<file path="src/rtl/data_arbiter_if.sv">
// Bundle between the requesters, the round-robin arbiter and the consumer.
// master: producer/consumer side (drives requests and enable, observes issues).
// slave: arbiter side (accepts requests, drives issue strobe, grant and status).
interface data_arbiter_if #(
  parameter int NUM_REQ = 4,
  parameter int DATA_W  = 8
);
  localparam int ID_W = (NUM_REQ > 1) ? $clog2(NUM_REQ) : 1;

  logic [NUM_REQ*DATA_W-1:0] req_data;
  logic [NUM_REQ-1:0]        req_valid;
  logic [NUM_REQ-1:0]        req_ready;
  logic                      enable;
  logic [DATA_W-1:0]         data_out;
  logic                      data_valid;
  logic [ID_W-1:0]           grant_id;
  logic                      busy;

  modport master (
    output req_data, req_valid, enable,
    input  req_ready, data_out, data_valid, grant_id, busy
  );

  modport slave (
    input  req_data, req_valid, enable,
    output req_ready, data_out, data_valid, grant_id, busy
  );
endinterface

</file>
<file path="src/rtl/data_arbiter.sv">
// Round-robin arbiter: per-requester FIFOs feeding one consumer byte stream, with a minimum issue spacing.
// Latency: byte pushed on edge E into an idle, empty path is issued (data_valid=1) after edge E+1.
// Backpressure: req_ready[i] drops when FIFO i is full; the consumer side has none, GAP paces issues.
// Ports: clk, rst (async active-high), bus (slave modport): req_data/req_valid/req_ready per requester,
//        enable, data_out/data_valid issue strobe, grant_id of the last issue, busy = any FIFO non-empty.
module data_arbiter #(
  parameter int NUM_REQ    = 4,
  parameter int DATA_W     = 8,
  parameter int FIFO_DEPTH = 2,
  parameter int GAP        = 0
) (
  input  logic          clk,
  input  logic          rst,
  data_arbiter_if.slave bus
);
  localparam int ID_W  = (NUM_REQ > 1) ? $clog2(NUM_REQ) : 1;
  localparam int PTR_W = (FIFO_DEPTH > 1) ? $clog2(FIFO_DEPTH) : 1;
  localparam int CNT_W = $clog2(FIFO_DEPTH + 1);

  // FIFO storage and bookkeeping, one ring buffer per requester
  logic [DATA_W-1:0] mem    [NUM_REQ][FIFO_DEPTH];
  logic [PTR_W-1:0]  wr_ptr [NUM_REQ];
  logic [PTR_W-1:0]  rd_ptr [NUM_REQ];
  logic [CNT_W-1:0]  count  [NUM_REQ];

  logic [NUM_REQ-1:0] nonempty;
  logic [NUM_REQ-1:0] ready;
  logic [NUM_REQ-1:0] push;
  logic [NUM_REQ-1:0] pop;

  logic [ID_W-1:0]   last_grant;
  logic [ID_W-1:0]   winner;
  logic [ID_W-1:0]   cand;
  logic              found;
  logic              issue;
  logic [3:0]        gap_cnt;

  logic [DATA_W-1:0] data_out_q;
  logic              data_valid_q;
  logic [ID_W-1:0]   grant_q;

  // Readiness looks only at the current count, never at a same-cycle pop,
  // so a full FIFO refuses a byte even on the cycle it is being drained.
  always_comb begin
    nonempty = '0;
    ready    = '0;
    push     = '0;
    for (int i = 0; i < NUM_REQ; i++) begin
      nonempty[i] = (count[i] != '0);
      ready[i]    = (count[i] < CNT_W'(FIFO_DEPTH));
      push[i]     = bus.req_valid[i] && ready[i];
    end
  end

  assign issue = bus.enable && (gap_cnt == 4'd0) && (|nonempty);

  // Search starts one past the last grant and wraps, giving round-robin order.
  always_comb begin
    winner = last_grant;
    cand   = last_grant;
    found  = 1'b0;
    for (int k = 1; k <= NUM_REQ; k++) begin
      cand = ID_W'((int'(last_grant) + k) % NUM_REQ);
      if (!found && nonempty[cand]) begin
        winner = cand;
        found  = 1'b1;
      end
    end
  end

  always_comb begin
    pop = '0;
    for (int i = 0; i < NUM_REQ; i++) begin
      pop[i] = issue && (winner == ID_W'(i));
    end
  end

  always_ff @(posedge clk or posedge rst) begin
    if (rst) begin
      for (int i = 0; i < NUM_REQ; i++) begin
        count[i]  <= '0;
        wr_ptr[i] <= '0;
        rd_ptr[i] <= '0;
      end
    end else begin
      for (int i = 0; i < NUM_REQ; i++) begin
        if (push[i]) begin
          wr_ptr[i] <= wr_ptr[i] + PTR_W'(1);
        end
        if (pop[i]) begin
          rd_ptr[i] <= rd_ptr[i] + PTR_W'(1);
        end
        // push and pop together leave the count unchanged
        count[i] <= count[i] + CNT_W'(push[i]) - CNT_W'(pop[i]);
      end
    end
  end

  // Payload array needs no reset: count gates every read.
  always_ff @(posedge clk) begin
    for (int i = 0; i < NUM_REQ; i++) begin
      if (push[i]) begin
        mem[i][wr_ptr[i]] <= bus.req_data[i*DATA_W +: DATA_W];
      end
    end
  end

  always_ff @(posedge clk or posedge rst) begin
    if (rst) begin
      data_out_q   <= '0;
      data_valid_q <= 1'b0;
      grant_q      <= '0;
      last_grant   <= ID_W'(NUM_REQ - 1);
      gap_cnt      <= 4'd0;
    end else begin
      data_valid_q <= issue;
      if (issue) begin
        data_out_q <= mem[winner][rd_ptr[winner]];
        grant_q    <= winner;
        last_grant <= winner;
        gap_cnt    <= 4'(GAP);
      end else if (gap_cnt != 4'd0) begin
        // spacing counter runs down even while enable is low
        gap_cnt <= gap_cnt - 4'd1;
      end
    end
  end

  assign bus.req_ready  = ready;
  assign bus.busy       = |nonempty;
  assign bus.data_out   = data_out_q;
  assign bus.data_valid = data_valid_q;
  assign bus.grant_id   = grant_q;

endmodule

</file>
<file path="src/flat_wrapper.sv">
// flat-port wrapper written by rule: the top's interface ports become plain ports
module data_arbiter_flat 
#(
  parameter int NUM_REQ    = 4,
  parameter int DATA_W     = 8,
  parameter int FIFO_DEPTH = 2,
  parameter int GAP        = 0
)
  (clk, rst, bus_req_data, bus_req_valid, bus_enable, bus_req_ready, bus_data_out, bus_data_valid, bus_grant_id, bus_busy);
  data_arbiter_if #(.NUM_REQ(NUM_REQ), .DATA_W(DATA_W)) bus_i ();
  input  logic clk;
  input  logic rst;
  input wire logic [$bits(bus_i.req_data)-1:0] bus_req_data;
  input wire logic [$bits(bus_i.req_valid)-1:0] bus_req_valid;
  input wire logic [$bits(bus_i.enable)-1:0] bus_enable;
  output wire logic [$bits(bus_i.req_ready)-1:0] bus_req_ready;
  output wire logic [$bits(bus_i.data_out)-1:0] bus_data_out;
  output wire logic [$bits(bus_i.data_valid)-1:0] bus_data_valid;
  output wire logic [$bits(bus_i.grant_id)-1:0] bus_grant_id;
  output wire logic [$bits(bus_i.busy)-1:0] bus_busy;
  assign bus_i.req_data = bus_req_data;
  assign bus_i.req_valid = bus_req_valid;
  assign bus_i.enable = bus_enable;
  assign bus_req_ready = bus_i.req_ready;
  assign bus_data_out = bus_i.data_out;
  assign bus_data_valid = bus_i.data_valid;
  assign bus_grant_id = bus_i.grant_id;
  assign bus_busy = bus_i.busy;
  data_arbiter #(.NUM_REQ(NUM_REQ), .DATA_W(DATA_W), .FIFO_DEPTH(FIFO_DEPTH), .GAP(GAP)) u_core (.clk(clk), .rst(rst), .bus(bus_i));
endmodule
</file>
<file path="config.mk">
export PLATFORM = sky130hd
export DESIGN_NAME = data_arbiter_flat
export DESIGN_NICKNAME = d
export VERILOG_FILES = /design/src/rtl/data_arbiter_if.sv /design/src/rtl/data_arbiter.sv /design/src/flat_wrapper.sv
export SDC_FILE = /design/constraint.sdc
export NUM_CORES = 1
export LEC_CHECK = 0
export ABC_CLOCK_PERIOD_IN_PS = 3400
export CORE_ASPECT_RATIO = 1.1
export CORE_MARGIN = 3
export CORE_UTILIZATION = 55
export DETAILED_ROUTE_END_ITERATION = 6
export PLACE_DENSITY = 0.8
export SYNTH_ARGS = -nofsm -noshare
export SYNTH_HDL_FRONTEND = slang
export SYNTH_SLANG_ARGS = --single-unit
</file>
<file path="constraint.sdc">
create_clock -name clk -period 3.4 [get_ports clk]
set_clock_uncertainty 0.1 [all_clocks]
set_input_delay 0.68 -clock clk [delete_from_list [all_inputs] [get_ports clk]]
set_output_delay 0.68 -clock clk [all_outputs]
set_load 0.005 [all_outputs]
</file>
## Word level (Yosys, flattened, before mapping)

Memory sizes are Yosys's and may differ from the RTL's.
Cells that the tools add are included.

| operators by class | value |
|---|---|
| reductions and logical operators | 29 |
| $lt $le $gt $ge | 18 |
| bitwise logic cells | 6 |
| add/subtract/negate cells | 21 |
| equal/unequal tests | 3 |
| muxes and demuxes | 39 |

Operators with widths:

| cell | count |
|---|---|
| 16-bit two-way mux | 4 |
| 8-bit two-way mux | 7 |
| 8-bit demux with 1-bit select | 4 |
| 1-bit logical AND | 17 |
| 1-bit two-way mux | 13 |
| 2-bit by 3-bit < comparator with 1-bit output, second input constant | 4 |
| 1-bit binary-select mux with 2-bit select | 5 |
| 2-bit >= comparator, second input constant | 5 |
| 1-bit inverter with 2-bit output | 5 |
| 2-bit nonzero test | 5 |
| 1-bit adder, second input constant | 8 |
| 2-bit by 1-bit adder with 2-bit output | 4 |
| 2-bit by 1-bit < comparator with 1-bit output, second input constant | 4 |
| 2-bit < comparator, second input constant | 4 |
| 2-bit two-way mux | 4 |
| 4-bit two-way mux | 2 |
| 2-bit by 1-bit subtractor with 2-bit output | 4 |
| 2-bit by 1-bit adder with 2-bit output, second input constant | 2 |
| 2-bit adder, second input constant | 2 |
| 2-bit equality test, second input constant | 2 |
| 4-bit logical NOT | 1 |
| 4-bit nonzero test | 1 |
| 4-bit OR reduction | 1 |
| 4-bit by 1-bit subtractor with 4-bit output, second input constant | 1 |
| 5 further kinds | 7 |

| word-level totals | value |
|---|---|
| register bits after elaboration | 33 |
| memory bits (writable) | 64 |
| memories | 1 |
| output and inout bits | 16 |

Memory list:

| memory | words | width | rd ports | clocked after Yosys merged registers in | write ports | RTL line | source |
|---|---|---|---|---|---|---|---|
| u_core.mem | 4 | 16 | 1 | 0 | 4 | data_arbiter.sv:21 | `logic [DATA_W-1:0] mem [NUM_REQ][FIFO_DEPTH];` |

## Depth between registers and ports, before layout

Gate-level depths: netlist of run 1.

| depth | value |
|---|---|
| depth after elaboration | 21 |
| depth in mapped cells | 11 |
| mapped depth without buffers | 11 |

## Worst setup path before layout of run 1

OpenSTA, ideal clock, no wires.

| timing | value |
|---|---|
| path type | flip-flop to flip-flop |
| start | register u_core.count[5] in the netlist's numbering |
| end | register u_core.count[1] in the netlist's numbering |
| stages on the path, launching flop included | 12 |
| data arrival time | 2.189 ns |
| clock period less this slack | 2.413 ns |
| setup slack | 0.987 ns |
| library setup time | 0.124 ns |
| cell sequence | dfrtp_1 > nor2_1 > o32a_1 > nor2_1 > a221o_2 > buf_6 > and2_4 > ha_1 > inv_1 > ha_1 > xnor2_1 > xnor2_1 |

| between the ends | value |
|---|---|
| word-level cells in the longest chain between the ends | 16 |
| elaborated cells on any way between the ends | 27 |

RTL lines:

| element | RTL line | source |
|---|---|---|
| from (decl) | data_arbiter.sv:24 | `logic [CNT_W-1:0] count [NUM_REQ];` |
| from (signal, indexed assignment) | data_arbiter.sv:94 | `count[i] <= count[i] + CNT_W'(push[i]) - CNT_W'(pop[i]);` |
| 2-bit nonzero test * | data_arbiter.sv:49 | `nonempty[i] = (count[i] != '0);` |
| 1-bit binary-select mux with 2-bit select | data_arbiter.sv:64 | `if (!found && nonempty[cand]) begin` |
| 1-bit two-way mux (implied by the code) | data_arbiter.sv:64 |  |
| 1-bit two-way mux | data_arbiter.sv:64 |  |
| 1-bit logical NOT | data_arbiter.sv:64 |  |
| 1-bit logical AND | data_arbiter.sv:64 |  |
| 1-bit two-way mux | data_arbiter.sv:64 |  |
| 1-bit logical NOT | data_arbiter.sv:64 |  |
| 1-bit logical AND | data_arbiter.sv:64 |  |
| 1-bit two-way mux | data_arbiter.sv:64 |  |
| 1-bit logical NOT | data_arbiter.sv:64 |  |
| 1-bit logical AND | data_arbiter.sv:64 |  |
| 2-bit two-way mux | data_arbiter.sv:64 |  |
| 2-bit equality test | data_arbiter.sv:74 | `pop[i] = issue && (winner == ID_W'(i));` |
| 1-bit logical AND * | data_arbiter.sv:74 |  |
| via u_core.pop[3] | data_arbiter.sv:29 | `logic [NUM_REQ-1:0] pop;` |
| 2-bit by 1-bit subtractor with 2-bit output * | data_arbiter.sv:94 |  |

The timed path passes the listed nets; every way through them passes the cells marked *. The select of a mux whose other input is x is not followed.
A chain may end at the register's enable or synchronous reset.

## Final worst setup path of run 1

| timing | value |
|---|---|
| start | register u_core.count[7] in the netlist's numbering |
| end | output bus_busy |

| between the ends | value |
|---|---|
| word-level cells in the longest chain between the ends | 2 |

RTL lines:

| element | RTL line | source |
|---|---|---|
| 2-bit nonzero test | data_arbiter.sv:49 |  |
| 4-bit OR reduction | data_arbiter.sv:130 | `assign bus.busy = \|nonempty;` |
| to (decl) | flat_wrapper.sv:20 | `output wire logic [$bits(bus_i.busy)-1:0] bus_busy;` |

Every way passes these cells.

==> results.md, run 1 <==
* Status: complete, no violations
* Min-delay src: u_core.wr_ptr[2]
* ANT nets after route at 0
* P&R area growth vs syn at 19.1%
* Hold endpoint: u_core.wr_ptr[2]
* Port-buffer cells at 54
* Hold-fix buffers, CTS at 0
* Commonest non-fill, non-tap cells in the layout: edfxtp_1, mux2i_1, clkdlybuf4s50_1
* FILL cells at about 520
* Flops & latches, synth at 97
* LEAKAGE at 2.01 nW
* Final setup margin at 648 ps
* R2R cell count at 10
* Dpl ws at 638 ps
* Core ar. at between 7000 and 8000 sq um
* Vias in the first global route at 2232
* Post-CTS Setup Inserts at 0
* RSZ-0062 raised after global routing: no
* Worst-Margin Slew at 759 ps
* Multi-input logic area at 1240 sq um
* H-tree depth at 3
* Clock power frac at 18.6%
* Row count at 32
* Nets at 375
* Mapped cell area at 4140 sq um
* Hold path depth at 1
* Max-slew headroom at 49.3%
* EDFF count, synth at 64
* Num CTS Buffers at 9
* 1st-pass router iterations at 4
* Clk_lat worst skew at 360 ps
* Register area share after synthesis at 66.4%
* Required time worst endpoint at 2620 ps
* DR vias at 2194
* # IOs at between 50 and 60
* Synth cell types at 41
* Max cap viols at 0
* Largest net degree at the start of global routing at 25
* Setup Viol. Count Final at 0
* Worst Path Max Fanout at 6
* Placed insts at 401
* Mapped Nets at 317
* Sw frac at around a third
* Fin util at 68.9%
* Ys flop type: edfxtp_1
* Reg-to-Reg Start: u_core.count[7]
* Fin crit share at 80.9%
* Die span in y at between 90 and 100 um
* Hpwl dp at approximately 5.3 mm
* Final non-filler cell total at between 400 and 500
* Worst EP arrival at approximately 2000 ps
* CTS Root Cell: clkbuf_8
* Grt ovf at 0
* Hold Path Class: flop to flop
* DRC at 0
* Resize count post-CTS at 0
* Switching pwr at 1.41 mW
* Storage cell area at around 2800 sq um
* Worst-path clk slew at about 90 ps
* CTS tree: done
* CP Capture Type: primary output
* Synth warnings at 0
* ANT cells at 0
* DIE AREA at about 8600 sq um
* Starting Density at 57.8%
* Worst Setup Start Kind: flop
* Minimum clock period at 2750 ps
* Max Slew Vio Count at 0
* Comb power frac at 36.7%
* Aggregate routed wire length at 7.03 mm
* Fmax at roughly 360 MHz
* Vias per inst at 5.26
* Max Root-Sink Buffers at 2
* Fin. Hold Viols at 0
* Peak VDD IR at 0.397 mV
* Async SR Flop Fraction at 34.0%
* Flop pwr share at ~45%
* P per Cell Area at 863 nW/um^2
* First-pass GRT wire length at 11.3 mm
* CP Class: flop to primary output
* Flop2flop setup slack at 670 ps
* Syn_area_per_cell at 15.4 sq um
* Commonest non-fill, non-tap cell in the layout: edfxtp_1
* Drt first-iter violations at 71
* Clock Sinks at 97
* Synthesized instance count at roughly 270
* RePlAce Congestion at roughly 0.75
* GRT Util Overall at 17.9%
* Cell internal pwr at around 2.8 mW
* Die W at a little under 90 um
* Layout cells sized above 1 at about a tenth
* Setup tns final at 0 ps
* Routed len/inst at approximately 17 um
* Initial antenna violation count at 0
* RR Endpoint: u_core.count[5]
## registers in the layout (all words and copies together) (netlist names)
register and count:
u_core.mem 64, u_core.bus.data_out 8, u_core.count 8, u_core.gap_cnt 4, u_core.rd_ptr 4, u_core.wr_ptr 4
u_core.bus.grant_id 2, u_core.last_grant 2, u_core.bus.data_valid 1
## worst max-delay path by stage
stage	slack (ps)	from	end	cells after the start
floorplan	990	u_core.count[5]	u_core.count[1]	11
global placement	690	bus_enable	u_core.count[5]	9
detailed placement	640	bus_enable	u_core.count[1]	9
CTS	600	u_core.count[7]	bus_busy	3
global route	450	u_core.count[7]	u_core.count[5]	10
finish	650	u_core.count[7]	bus_busy	3
## metal layers
| layer | up-vias | routed length, um | GRT usage [%] |
|---|---|---|---|
| met5 | - | 0 | 0 |
| met4 | 0 | 97 | 6.63 |
| met3 | 7 | 297 | 4.68 |
| met2 | 45 | 3600 | 28.5 |
| met1 | 1056 | 3040 | 23.2 |
| li1 | 1086 | - | - |
## critical path, stage by stage, from the launching register on
cell             delay [ps]
dfrtp_1                 450
nor4_1                  410
nand3_1                 250
clkdlybuf4s50_1         510
## logic make-up (layout without fill, tap and decap cells)
family                     after synthesis  in the layout  synth area share, %
muxes                                   56             56                 13.5
DFF                                     97             97                 66.4
xor gates and xnor gates                16             16                 3.56
and+or+nand+nor                         43             43                 6.77
buffers and inverters                   27             90                 3.59
AOI/OAI and AO/OA                       21             21                 3.44
adders and majority gates                9              9                 2.72
## cells in the mapped netlist, types with 2 or more instances
cell	number	area, sq um
nand3_1	5	25.0
and2_1	4	25.0
nand2_1	9	33.8
edfxtp_1	64	1920
buf_2	2	10.0
buf_8	2	30.0
mux2i_1	56	561
nor2_1	6	22.5
buf_1	2	7.51
dfrtp_1	31	776
inv_1	18	67.6
a21o_1	3	22.5
o21ai_1	8	40.0
buf_6	3	33.8
ha_1	9	113
xor2_1	7	61.3
o21ai_0	3	15.0
nor2b_1	6	37.5
dfstp_2	2	52.6
xnor2_1	8	70.1
## power by group through the flow
stage               clock [mW]  sequential, mW  combinational (mW)
detailed placement           0            1.93                1.59
global placement             0            1.92                1.54
CTS                      0.809            1.90                1.60
global route             0.868            1.94                1.73
floorplan                    0            1.78                1.30
finish                   0.794            1.90                1.56
## cell type report
cell class	count	area share, %
flip-flops and latches	97	55.7
multi-input cells	145	25.2
repair buffers	56	11.3
clock buffers	11	2.66
well taps	85	2.15
clock inverters	5	1.65
inverters	18	1.37
## through the flow
step           hold WS (ps)  power [mW]  cell area [sq um]
4_1_cts                 387        4.31               4940
3_3_place_gp            369        3.46               4720
6_report                389        4.26               4940
3_5_place_dp            371        3.52               4720
5_1_grt                 421        4.54               4940
2_1_floorplan           355        3.08               4140
Note: power is estimated with default switching activity, not from simulation.
==> run 2: changes to the inputs <==
Settings changed: ABC_CLOCK_PERIOD_IN_PS 3400 to 2700.
Clock period 3.4 ns to 2.7 ns, I/O delays scaled along.
==> run 2 against run 1 <==
Compared with the run above:
- sequential power is 27% higher
- core utilization is 1.3 points higher
- design area is 1.8% higher
- via count is 2.6% higher
- final cell count is 1.4% higher
- critical path type is now flop to flop
- largest power group unchanged
==> results.md, run 2 (same netlist as run 1, synthesis figures left out) <==
* Status: complete, no violations
* Starting Density at 57.8% (unchanged)
* Critical path startpoint: u_core.count[5]
* Hold endpoint: u_core.wr_ptr[1]
* CTS Root Cell: clkbuf_8
* Commonest non-fill, non-tap cells in the layout: edfxtp_1, mux2i_1, clkdlybuf4s50_1
* Min-delay src: u_core.wr_ptr[1]
* CP Class: flop to flop
* Largest net degree at the start of global routing at 34 (+36%)
* Setup tns final at 0 ps (unchanged)
* Reg-to-Reg Start: u_core.count[5]
* Flop2flop setup slack at 160 ps (-510 ps)
* Comb power frac at 36.5% (-0.2 points)
* Max reg flops at 64 (unchanged)
* Buf/Inv on CP at 1 (unchanged)
* 1st-pass router iterations at 4 (unchanged)
* Num CTS Buffers at 9 (unchanged)
* Max cap viols at 0 (unchanged)
* Core ar. at 7170 sq um (unchanged)
* P&R area growth vs syn at 21.3%
* Crit-path leading delay family: compound AO/OA/AOI/OAI gates
* CP max stage delay at 450 ps (-60 ps)
* Worst-Margin Slew at 539 ps (-220 ps)
* Fin. Hold Viols at 0 (unchanged)
* Final setup margin at 160 ps (-488 ps)
* DR vias at 2250 (+2.6%)
* Flop pwr share at 43.3% (-1.3 points)
* ANT nets after route at 0 (unchanged)
* CP max stage cell: dfrtp_1
* Vias per inst at 5.32 (+1.1%)
* DIE AREA at 8610 sq um (unchanged)
* Max-slew headroom at 64.1% (+15 points)
* Setup Viol. Count Final at 0 (unchanged)
* Max Root-Sink Buffers at 2 (unchanged)
* Die W at 88.8 um (unchanged)
* Dpl ws at 153 ps (-485 ps)
* Fin crit share at 94.1%
* Clock power frac at 20.2% (+1.6 points)
* Drt first-iter violations at 80 (+13%)
* Aggregate routed wire length at 7.17 mm (+1.9%)
* Grt ovf at 0 (unchanged)
* Vias in the first global route at 2306 (+3.3%)
* ANT cells at 0 (unchanged)
* RR Endpoint: u_core.count[1]
* Worst EP arrival at 2730 ps (+760 ps)
* Nets at 381 (+1.6%)
* Minimum clock period at 2540 ps
* Design area at 5030 sq um (+1.8%)
* Worst Setup Start Kind: flop
* # IOs at 55 (unchanged)
* R2R cell count at 10 (unchanged)
* Sw frac at 32.6% (-0.45 points)
* Commonest non-fill, non-tap cell in the layout: edfxtp_1
* Hold Path Class: flop to flop
* Layout cells sized above 1 at 11.5% (+2.2 points)
* Clk_lat worst skew at 370 ps (about the same)
* Required time worst endpoint at 2890 ps (+270 ps)
* Cell internal pwr at 3.75 mW (+32%)
* RePlAce Congestion at 0.757 (+0.73%)
* Area post-placement at 4770 sq um (+0.95%)
* Switching pwr at 1.82 mW (+29%)
* CP cell instances: nor2_1 > o32a_1 > nor2_1 > a221o_2 > and2_4 > ha_1 > inv_1 > ha_1 > xnor2_1 > xnor2_1
* Routed len/inst at 16.9 um (+0.45%)
* Clock Sinks at 97 (unchanged)
* Port-buffer cells at 54 (unchanged)
* Initial antenna violation count at 0 (unchanged)
* Hold path depth at 1 (unchanged)
* Hpwl dp at 5.19 mm (-1.5%)
* Peak VDD IR at 0.500 mV (+26%)
* P per Cell Area at 1110 nW/um^2 (+28%)
* DRC at 0 (unchanged)
* CTS tree: done
* Placed insts at 407 (+1.5%)
* Die span in y at 97.0 um (unchanged)
* Final non-filler cell total at 423 (+1.4%)
* H-tree depth at 3 (unchanged)
* Max Slew Vio Count at 0 (unchanged)
* Worst-path clk slew at 90 ps (about the same)
* Row count at 32 (unchanged)
* LEAKAGE at 2.06 nW (+2.8%)
* GRT Util Overall at 18.3% (+0.41 points)
* RSZ-0062 raised after global routing: no
* CP Capture Type: flop
* First-pass GRT wire length at 11.5 mm (+2.1%)
* Worst Path Max Fanout at 5 (-1)
* Fmax at 394 MHz
run 2: cell count changes in the layout (fill, tap and decap cells not counted), sizes merged:
cell,before,now
buf,2,8
bufinv,2,3
clkinvlp,1,0
run 2: worst max path at each step:
| stage | slack (ps) | cells after the start | to |
|---|---|---|---|
| finish | 160 | 10 | u_core.count[1] |
| global route | 20 | 10 | u_core.count[5] |
| CTS | 110 | 10 | u_core.count[5] |
| detailed placement | 150 | 10 | u_core.count[5] |
| global placement | 280 | 9 | u_core.count[5] |
| floorplan | 290 | 11 | u_core.count[1] |
run 2: power groups by stage:
stage / Clock [mW] / Sequential, mW / Combinational (mW)
floorplan: 0 / 2.25 / 1.63
global placement: 0 / 2.41 / 1.99
detailed placement: 0 / 2.43 / 2.04
CTS: 1.14 / 2.40 / 2.06
global route: 1.22 / 2.45 / 2.22
finish: 1.13 / 2.41 / 2.03
run 2: layout make-up:
type                       count  area [sq um]
clock buffer                  11           141
clock inverter                 5           104
fill                         463          2140
inverter                      18          67.6
multi-input combinational    145          1260
sequential                    97          2750
tap                           85           106
timing repair buffer          62           601
run 2: layer usage:
layer	track usage, %	vias to the layer above	wire length [um]
li1	-	1099	-
met1	24.5	1093	3180
met2	28.6	48	3590
met3	4.43	10	266
met4	6.98	0	128
met5	0	-	0
run 2: through the flow:
stage	util [%]	power, mW	hold WS (ps)
3_3_place_gp	66.5	4.40	369
3_5_place_dp	66.5	4.47	375
4_1_cts	70.0	5.61	391
5_1_grt	70.1	5.90	408
6_report	70.1	5.56	388
2_1_floorplan	-	3.88	355
run 2: timing repair:
item | in CTS | in global routing
buffers inserted | 0 | 0
hold buffers | 0 | 0
setup endpoints to repair | 0 | 3
resized for setup | 0 | 2
